`config.mk`:
```
export PLATFORM = sky130hd
export DESIGN_NAME = target_gen_multi
export DESIGN_NICKNAME = d
export VERILOG_FILES = /design/src/rtl/target_gen_multi.sv
export SDC_FILE = /design/constraint.sdc
export NUM_CORES = 1
export LEC_CHECK = 0
export CAP_MARGIN = 20
export CORE_MARGIN = 2
export CORE_UTILIZATION = 31
export CTS_BUF_LIST = sky130_fd_sc_hd__clkbuf_4
export DETAILED_ROUTE_END_ITERATION = 10
export GPL_ROUTABILITY_DRIVEN = 1
export GPL_TIMING_DRIVEN = 1
export PLACE_DENSITY = 0.57
export SLEW_MARGIN = 20
export SYNTH_ARGS = -nofsm -noshare
export SYNTH_HDL_FRONTEND = slang
export SYNTH_SLANG_ARGS = --single-unit
```
`constraint.sdc`:
```
create_clock -name clk -period 1.6 [get_ports clk]
set_input_delay 0.48 -clock clk [delete_from_list [all_inputs] [get_ports clk]]
set_output_delay 0.48 -clock clk [all_outputs]
set_load 0.02 [all_outputs]
```
`src/rtl/target_gen_multi.sv`:
```
// target_gen_multi
//   Game target generator. Each accepted round result (req) starts a draw
//   from a 2-tap-pair Fibonacci LFSR. A candidate (x, y) is kept only if it
//   lies inside the programmable maxima and differs from the current target.
//   After MAX_TRIES rejected candidates, a fallback target (x+1, y) is forced.
//   Loading a seed aborts any draw in progress.
//
//   Optional feature macro: TARGET_GEN_HIST_EN
//     When defined, the previous target is also remembered. Candidates equal
//     to it are rejected too. The fallback skips over it in the same cycle.
//
// Ports
//   clk           clock
//   reset_n       synchronous reset, active low
//   req           start a new draw (ignored while busy)
//   seed_load     load seed_in into the LFSR (zero maps to SEED); aborts draw
//   seed_in       seed value, LFSR_W bits
//   busy          high while a draw is in progress
//   target_valid  one-cycle pulse when target_x/target_y take a new value
//   target_x      current target x, X_W bits
//   target_y      current target y, Y_W bits
module target_gen_multi #(
    parameter int          X_W       = 5,
    parameter int          Y_W       = 5,
    parameter int          X_MAX     = 31,
    parameter int          Y_MAX     = 1,
    parameter int          LFSR_W    = 32,
    parameter logic [31:0] SEED      = 32'h0000_0001,
    parameter int          MAX_TRIES = 8
) (
    input  logic              clk,
    input  logic              reset_n,
    input  logic              req,
    input  logic              seed_load,
    input  logic [LFSR_W-1:0] seed_in,
    output logic              busy,
    output logic              target_valid,
    output logic [X_W-1:0]    target_x,
    output logic [Y_W-1:0]    target_y
);

    // tries counts rejects so far; it only ever holds 0 .. MAX_TRIES-1.
    localparam int                TRY_W        = (MAX_TRIES > 1) ? $clog2(MAX_TRIES) : 1;
    localparam logic [TRY_W-1:0]  LAST_TRY     = TRY_W'(MAX_TRIES - 1);
    localparam logic [X_W-1:0]    X_LIM        = X_W'(X_MAX);
    localparam logic [LFSR_W-1:0] SEED_L       = SEED[LFSR_W-1:0];
    // With a single legal point the repeat check would reject everything.
    localparam bit                SINGLE_POINT = (X_MAX == 0) && (Y_MAX == 0);

    generate
        if ((X_W < 1) || (Y_W < 1) ||
            (X_MAX < 0) || (X_MAX >= (1 << X_W)) ||
            (Y_MAX < 0) || (Y_MAX >= (1 << Y_W)) ||
            !((LFSR_W == 16) || (LFSR_W == 24) || (LFSR_W == 32)) ||
            (LFSR_W < X_W + Y_W) || (SEED_L == '0) || (MAX_TRIES < 1)) begin : g_bad_params
            $fatal(1, "target_gen_multi: illegal parameter set");
        end
    endgenerate

    typedef enum logic {IDLE, DRAW} state_t;

    state_t            state;
    logic [LFSR_W-1:0] lfsr;
    logic [LFSR_W-1:0] lfsr_next;
    logic              fb;
    logic [TRY_W-1:0]  tries;
    logic [X_W-1:0]    cand_x;
    logic [Y_W-1:0]    cand_y;
    logic [X_W-1:0]    fall_x;
    logic [X_W-1:0]    commit_x;
    logic [Y_W-1:0]    commit_y;
    logic              accept;
    logic              commit;
`ifdef TARGET_GEN_HIST_EN
    logic [X_W-1:0]    prev_x;
    logic [Y_W-1:0]    prev_y;
`endif

    // Feedback taps (1-based positions) per supported width.
    generate
        if (LFSR_W == 32) begin : g_fb32
            assign fb = lfsr[31] ^ lfsr[21] ^ lfsr[1] ^ lfsr[0];
        end else if (LFSR_W == 24) begin : g_fb24
            assign fb = lfsr[23] ^ lfsr[22] ^ lfsr[21] ^ lfsr[16];
        end else begin : g_fb16
            assign fb = lfsr[15] ^ lfsr[14] ^ lfsr[12] ^ lfsr[3];
        end
    endgenerate

    assign lfsr_next = {lfsr[LFSR_W-2:0], fb};
    assign cand_x    = lfsr_next[X_W-1:0];
    assign cand_y    = lfsr_next[X_W+Y_W-1:X_W];

    function automatic logic [X_W-1:0] wrap_inc(input logic [X_W-1:0] x);
        return (x == X_LIM) ? '0 : x + 1'b1;
    endfunction

    always_comb begin
        // NOTE: every signal written here gets a default first, so no path
        // leaves one unassigned and no latch is inferred.
        accept   = 1'b0;
        commit_x = cand_x;
        commit_y = cand_y;
        fall_x   = wrap_inc(target_x);
`ifdef TARGET_GEN_HIST_EN
        // One extra step is enough: only the previous target can block it.
        if ((fall_x == prev_x) && (target_y == prev_y)) begin
            fall_x = wrap_inc(fall_x);
        end
`endif
        if (SINGLE_POINT) begin
            accept   = 1'b1;
            commit_x = '0;
            commit_y = '0;
        end else begin
            // Compared as int so a full-range maximum is not a constant compare.
            accept = (int'(cand_x) <= X_MAX) && (int'(cand_y) <= Y_MAX) &&
                     !((cand_x == target_x) && (cand_y == target_y));
`ifdef TARGET_GEN_HIST_EN
            accept = accept && !((cand_x == prev_x) && (cand_y == prev_y));
`endif
            if (!accept) begin
                commit_x = fall_x;
                commit_y = target_y;
            end
        end
    end

    assign commit = (state == DRAW) && (accept || (tries == LAST_TRY));

    always_ff @(posedge clk) begin
        if (!reset_n) begin
            // NOTE: all state, including the LFSR, gets a defined reset value
            // so every draw sequence is reproducible from reset.
            state        <= IDLE;
            lfsr         <= SEED_L;
            tries        <= '0;
            busy         <= 1'b0;
            target_valid <= 1'b0;
            target_x     <= '0;
            target_y     <= '0;
`ifdef TARGET_GEN_HIST_EN
            prev_x       <= '0;
            prev_y       <= '0;
`endif
        end else begin
            // NOTE: non-blocking assignments throughout, so every register
            // here sees the values from before this edge.
            target_valid <= 1'b0;
            if (seed_load) begin
                // Seed load wins over everything, including a pending req.
                lfsr  <= (seed_in == '0) ? SEED_L : seed_in;
                state <= IDLE;
                busy  <= 1'b0;
                tries <= '0;
            end else begin
                case (state)
                    IDLE: begin
                        if (req) begin
                            state <= DRAW;
                            busy  <= 1'b1;
                            tries <= '0;
                        end
                    end
                    DRAW: begin
                        lfsr <= lfsr_next;
                        if (commit) begin
                            state        <= IDLE;
                            busy         <= 1'b0;
                            target_valid <= 1'b1;
                            target_x     <= commit_x;
                            target_y     <= commit_y;
`ifdef TARGET_GEN_HIST_EN
                            prev_x       <= target_x;
                            prev_y       <= target_y;
`endif
                        end else begin
                            tries <= tries + 1'b1;
                        end
                    end
                    default: begin
                        state <= IDLE;
                        busy  <= 1'b0;
                    end
                endcase
            end
        end
    end

endmodule

```
==> flow_summary.yaml <==
critical_path:
  cp_top_family: "simple AND/OR/NAND/NOR gates"
  cp_cell_sequence: "xor2_2, nor4_4, buf_4, and4_4, o211ai_4, a221oi_2"
  cp.depth: 6
  crit_buf_inv: 1
  cp.arrival_ns: 2.13
  crit_slowest_cell: "nor4_4"
  worstPathMaxFanout: 6
  critical_path_class: "reg -> reg"
  cp-start-kind: "register"
  cp.required_ns: 1.89
  end_kind: "register"
  max_stage_delay_ns: 0.39
  worstRegToRegCells: 6
floorplanning:
  die_h_um: 93.7
  dieArea_um2: 8780
  core_um2: 7770
  start_util_pct: 32.1
  io_pins: 48
  die_w_um: 93.7
  fp-row-count: 32
detailed_routing:
  drt_iter0_drc: 78
  wirelength_um: 6460
  num_vias: 2408
  vias_per_cell: 4.85
  drc: 0
  avgRoutedWirePerCell_um: 13.0
  ant_nets: 0
  drt_pre_antenna_iters: 6
clock_network:
  cts_hold_buf: 0
  clk_latency_ns: 0.37
  numCtsBuffers: 5
  cts.sink_count: 48
  htree_levels: 2
  clock_path_buffers: 2
  root_buffer: "clkbuf_4"
  clk_pin_slew_ns: 0.14
  cts_tree: "built"
global_route:
  grt_pass1_vias: 2234
  grt_pass1_wl_um: 10400
  grt_max_degree: 67
  antenna_found_initial: 0
  gr-total-overflow: 0
  grt_usage_pct: 14.9
power_and_ir_drop:
  internal-power_mw: 1.94
  ir_worst_vdd_v: 0.000309
  sw_frac_of_total_pct: 27.8
  p_clk_share_pct: 27.2
  p_leak_nw: 1.53
  p_switching_mw: 0.744
  p_comb_share_pct: 24.6
  power.density_nw_per_um2: 703
  seqPwrFrac_pct: 48.2
yosys:
  ys_seq_elements: 48
  yosys.cell_types.count: 42
  syn_inst: 291
  synth_nets: 331
  avgSynthCellArea_um2: 8.57
  synth_edf_count: 0
  yosysSeqAreaShare_pct: 38.5
  synth_ff_type: "dfxtp_1"
  synth-warning-count: 0
  async_flop_share_pct: 0
  synthesis.area_um2: 2490
sta:
  tightest_slew_ns: 0.394
  finalCriticalPeriod_ns: 1.84
  timing.final.ws_setup_ns: -0.242
  rsz0062_at_grt: "true"
  fin_crit_sh_pct: 115
  finalHoldViolations: 0
  final-setup-viol-count: 14
  slew_headroom_pct: 73.5
  fin_worst_skew_ns: 0.0111
  fmax_mhz: 543
  tns_ns: -2.52
  slew_viol_final: 0
placed_design:
  port_buffers: 47
  place_congestion: 0.894
  hpwlAfterDp_um: 4740
  place_area_um2: 3570
  place_inst: 484
job:
  max-cap-violations: 0
hold_path:
  worstHoldPathType: "reg -> reg"
  min_path_cells: 2
final_layout:
  utilization_pct: 49.0
  drive_above_1_share_pct: 33.2
  final_area_um2: 3810
  final_cells: 497
  fill_cells: 759
  n_antenna_cell: 0
  syn_to_final_growth_pct: 52.7
  final_nets: 434
outcome:
  outcome: "complete, but fails checks"
  failed_checks: "setup timing"
cells in the final DEF, fill, tap and decap left out, drive strengths merged:
| cell | netlist | final |
|---|---|---|
| or4 | 1 | 1 |
| nor4 | 15 | 15 |
| a2111oi | 2 | 2 |
| a31oi | 1 | 1 |
| o221a | 1 | 1 |
| o21a | 1 | 1 |
| nor2 | 71 | 71 |
| a21boi | 2 | 2 |
| o21ai | 4 | 4 |
| nor2b | 1 | 1 |
| mux2i | 34 | 34 |
| xnor2 | 4 | 4 |
| o311ai | 1 | 1 |
| a221oi | 1 | 1 |
| and4 | 1 | 1 |
| clkinvlp | 0 | 1 |
| clkdlybuf4s15 | 0 | 3 |
| inv | 3 | 3 |
| and3 | 2 | 2 |
| ha | 4 | 4 |
| o211ai | 2 | 2 |
| nand4 | 4 | 4 |
| a211oi | 2 | 2 |
| clkbuf | 8 | 7 |
| xnor3 | 1 | 1 |
| clkinv | 0 | 1 |
| buf | 9 | 72 |
| dfxtp | 48 | 48 |
| and2 | 1 | 1 |
| nor3b | 4 | 4 |
| a311oi | 2 | 2 |
| xor2 | 10 | 10 |
| nand3 | 3 | 3 |
| dlygate4sd2 | 0 | 2 |
| nand2b | 2 | 2 |
| nor3 | 2 | 2 |
| clkdlybuf4s50 | 0 | 34 |
| bufinv | 0 | 1 |
| a21oi | 36 | 36 |
| nand2 | 8 | 8 |
final timing paths:
check,start,endpoint,slack [ns]
max,lfsr[5]$_SDFFE_PN0P_,tries[0]$_SDFFE_PP0P_,-0.24
min reg2reg,tries[2]$_SDFFE_PP0P_,tries[2]$_SDFFE_PP0P_,0.48
min,tries[2]$_SDFFE_PP0P_,tries[2]$_SDFFE_PP0P_,0.48
max reg2reg,lfsr[5]$_SDFFE_PN0P_,tries[0]$_SDFFE_PP0P_,-0.24
metrics by stage:
| step | hold WS, ns | setup slack [ns] | power (mW) |
|---|---|---|---|
| after floorplan | 0.442 | -0.121 | 1.62 |
| after global placement | 0.451 | -0.421 | 1.91 |
| after detailed placement | 0.461 | -0.412 | 1.91 |
| after CTS | 0.480 | -0.172 | 2.65 |
| after global routing | 0.491 | -0.363 | 2.81 |
| final | 0.476 | -0.242 | 2.68 |
sequential cells by signal (all words and copies together) (netlist names):
| signal | flops |
|---|---|
| target_valid | 1 |
| busy | 1 |
| target_x | 5 |
| state | 1 |
| tries | 3 |
| lfsr | 32 |
| target_y | 5 |
layer usage:
metal  track usage, %  part of all wire (%)
met5                0                     0
met4             4.23                   1.3
met3             3.13                   4.0
met2             25.5                    47
met1             19.0                    48
worst min-delay path, cell delays in order (launching register included):
cell	delay, ns
dfxtp_1	0.34
nand2_1	0.05
mux2i_1	0.06
area by class of cell:
class	count	area [um^2]	share of cell area, %
Multi-Input combinational cell	223	1620	42.4
Sequential cell	48	992	26.0
Timing Repair Buffer	113	983	25.8
Tap cell	102	128	3.35
Clock inverter	3	42.5	1.12
Clock buffer	5	37.5	0.985
Inverter	3	11.3	0.296
timing repair:
| item | CTS | global route |
|---|---|---|
| buffers inserted | 0 | 6 |
| gates resized for setup | 47 | 25 |
| pin swaps | 10 | 9 |
| setup endpoints to repair | 28 | 21 |
cells in the mapped netlist, drive strengths merged (2+ instances only):
| cell | n | area, um^2 |
|---|---|---|
| nor2 | 71 | 267 |
| dfxtp | 48 | 961 |
| a21oi | 36 | 184 |
| mux2i | 34 | 340 |
| nor4 | 15 | 109 |
| xor2 | 10 | 87.6 |
| buf | 9 | 46.3 |
| clkbuf | 8 | 30.0 |
| nand2 | 8 | 30.0 |
| ha | 4 | 50.1 |
| nand4 | 4 | 25.0 |
| nor3b | 4 | 30.0 |
| o21ai | 4 | 20.0 |
| xnor2 | 4 | 42.6 |
| inv | 3 | 11.3 |
| nand3 | 3 | 15.0 |
| a2111oi | 2 | 17.5 |
| a211oi | 2 | 15.0 |
| a21boi | 2 | 15.0 |
| a311oi | 2 | 17.5 |
| and3 | 2 | 12.5 |
| nand2b | 2 | 12.5 |
| nor3 | 2 | 21.3 |
| o211ai | 2 | 28.8 |
power groups by stage:
| stage | logic [mW] | registers [mW] | clock network (mW) |
|---|---|---|---|
| after floorplan | 0.305 | 1.32 | 0 |
| after global placement | 0.592 | 1.32 | 0 |
| after detailed placement | 0.595 | 1.32 | 0 |
| after CTS | 0.607 | 1.29 | 0.757 |
| after global routing | 0.717 | 1.30 | 0.789 |
| final | 0.659 | 1.29 | 0.729 |
cells by family (layout without fill, tap and decap cells):
| kind of cell | after synthesis | in the layout | synth area share [%] |
|---|---|---|---|
| DFF | 48 | 48 | 38.5 |
| AOI/OAI and AO/OA | 55 | 55 | 13.9 |
| buffers and inverters | 20 | 124 | 3.51 |
| adders and majority gates | 4 | 4 | 2.01 |
| and+or+nand+nor | 115 | 115 | 22.3 |
| muxes | 34 | 34 | 13.6 |
| xor gates and xnor gates | 15 | 15 | 6.17 |
No activity file was read; power rests on OpenSTA's default activity.
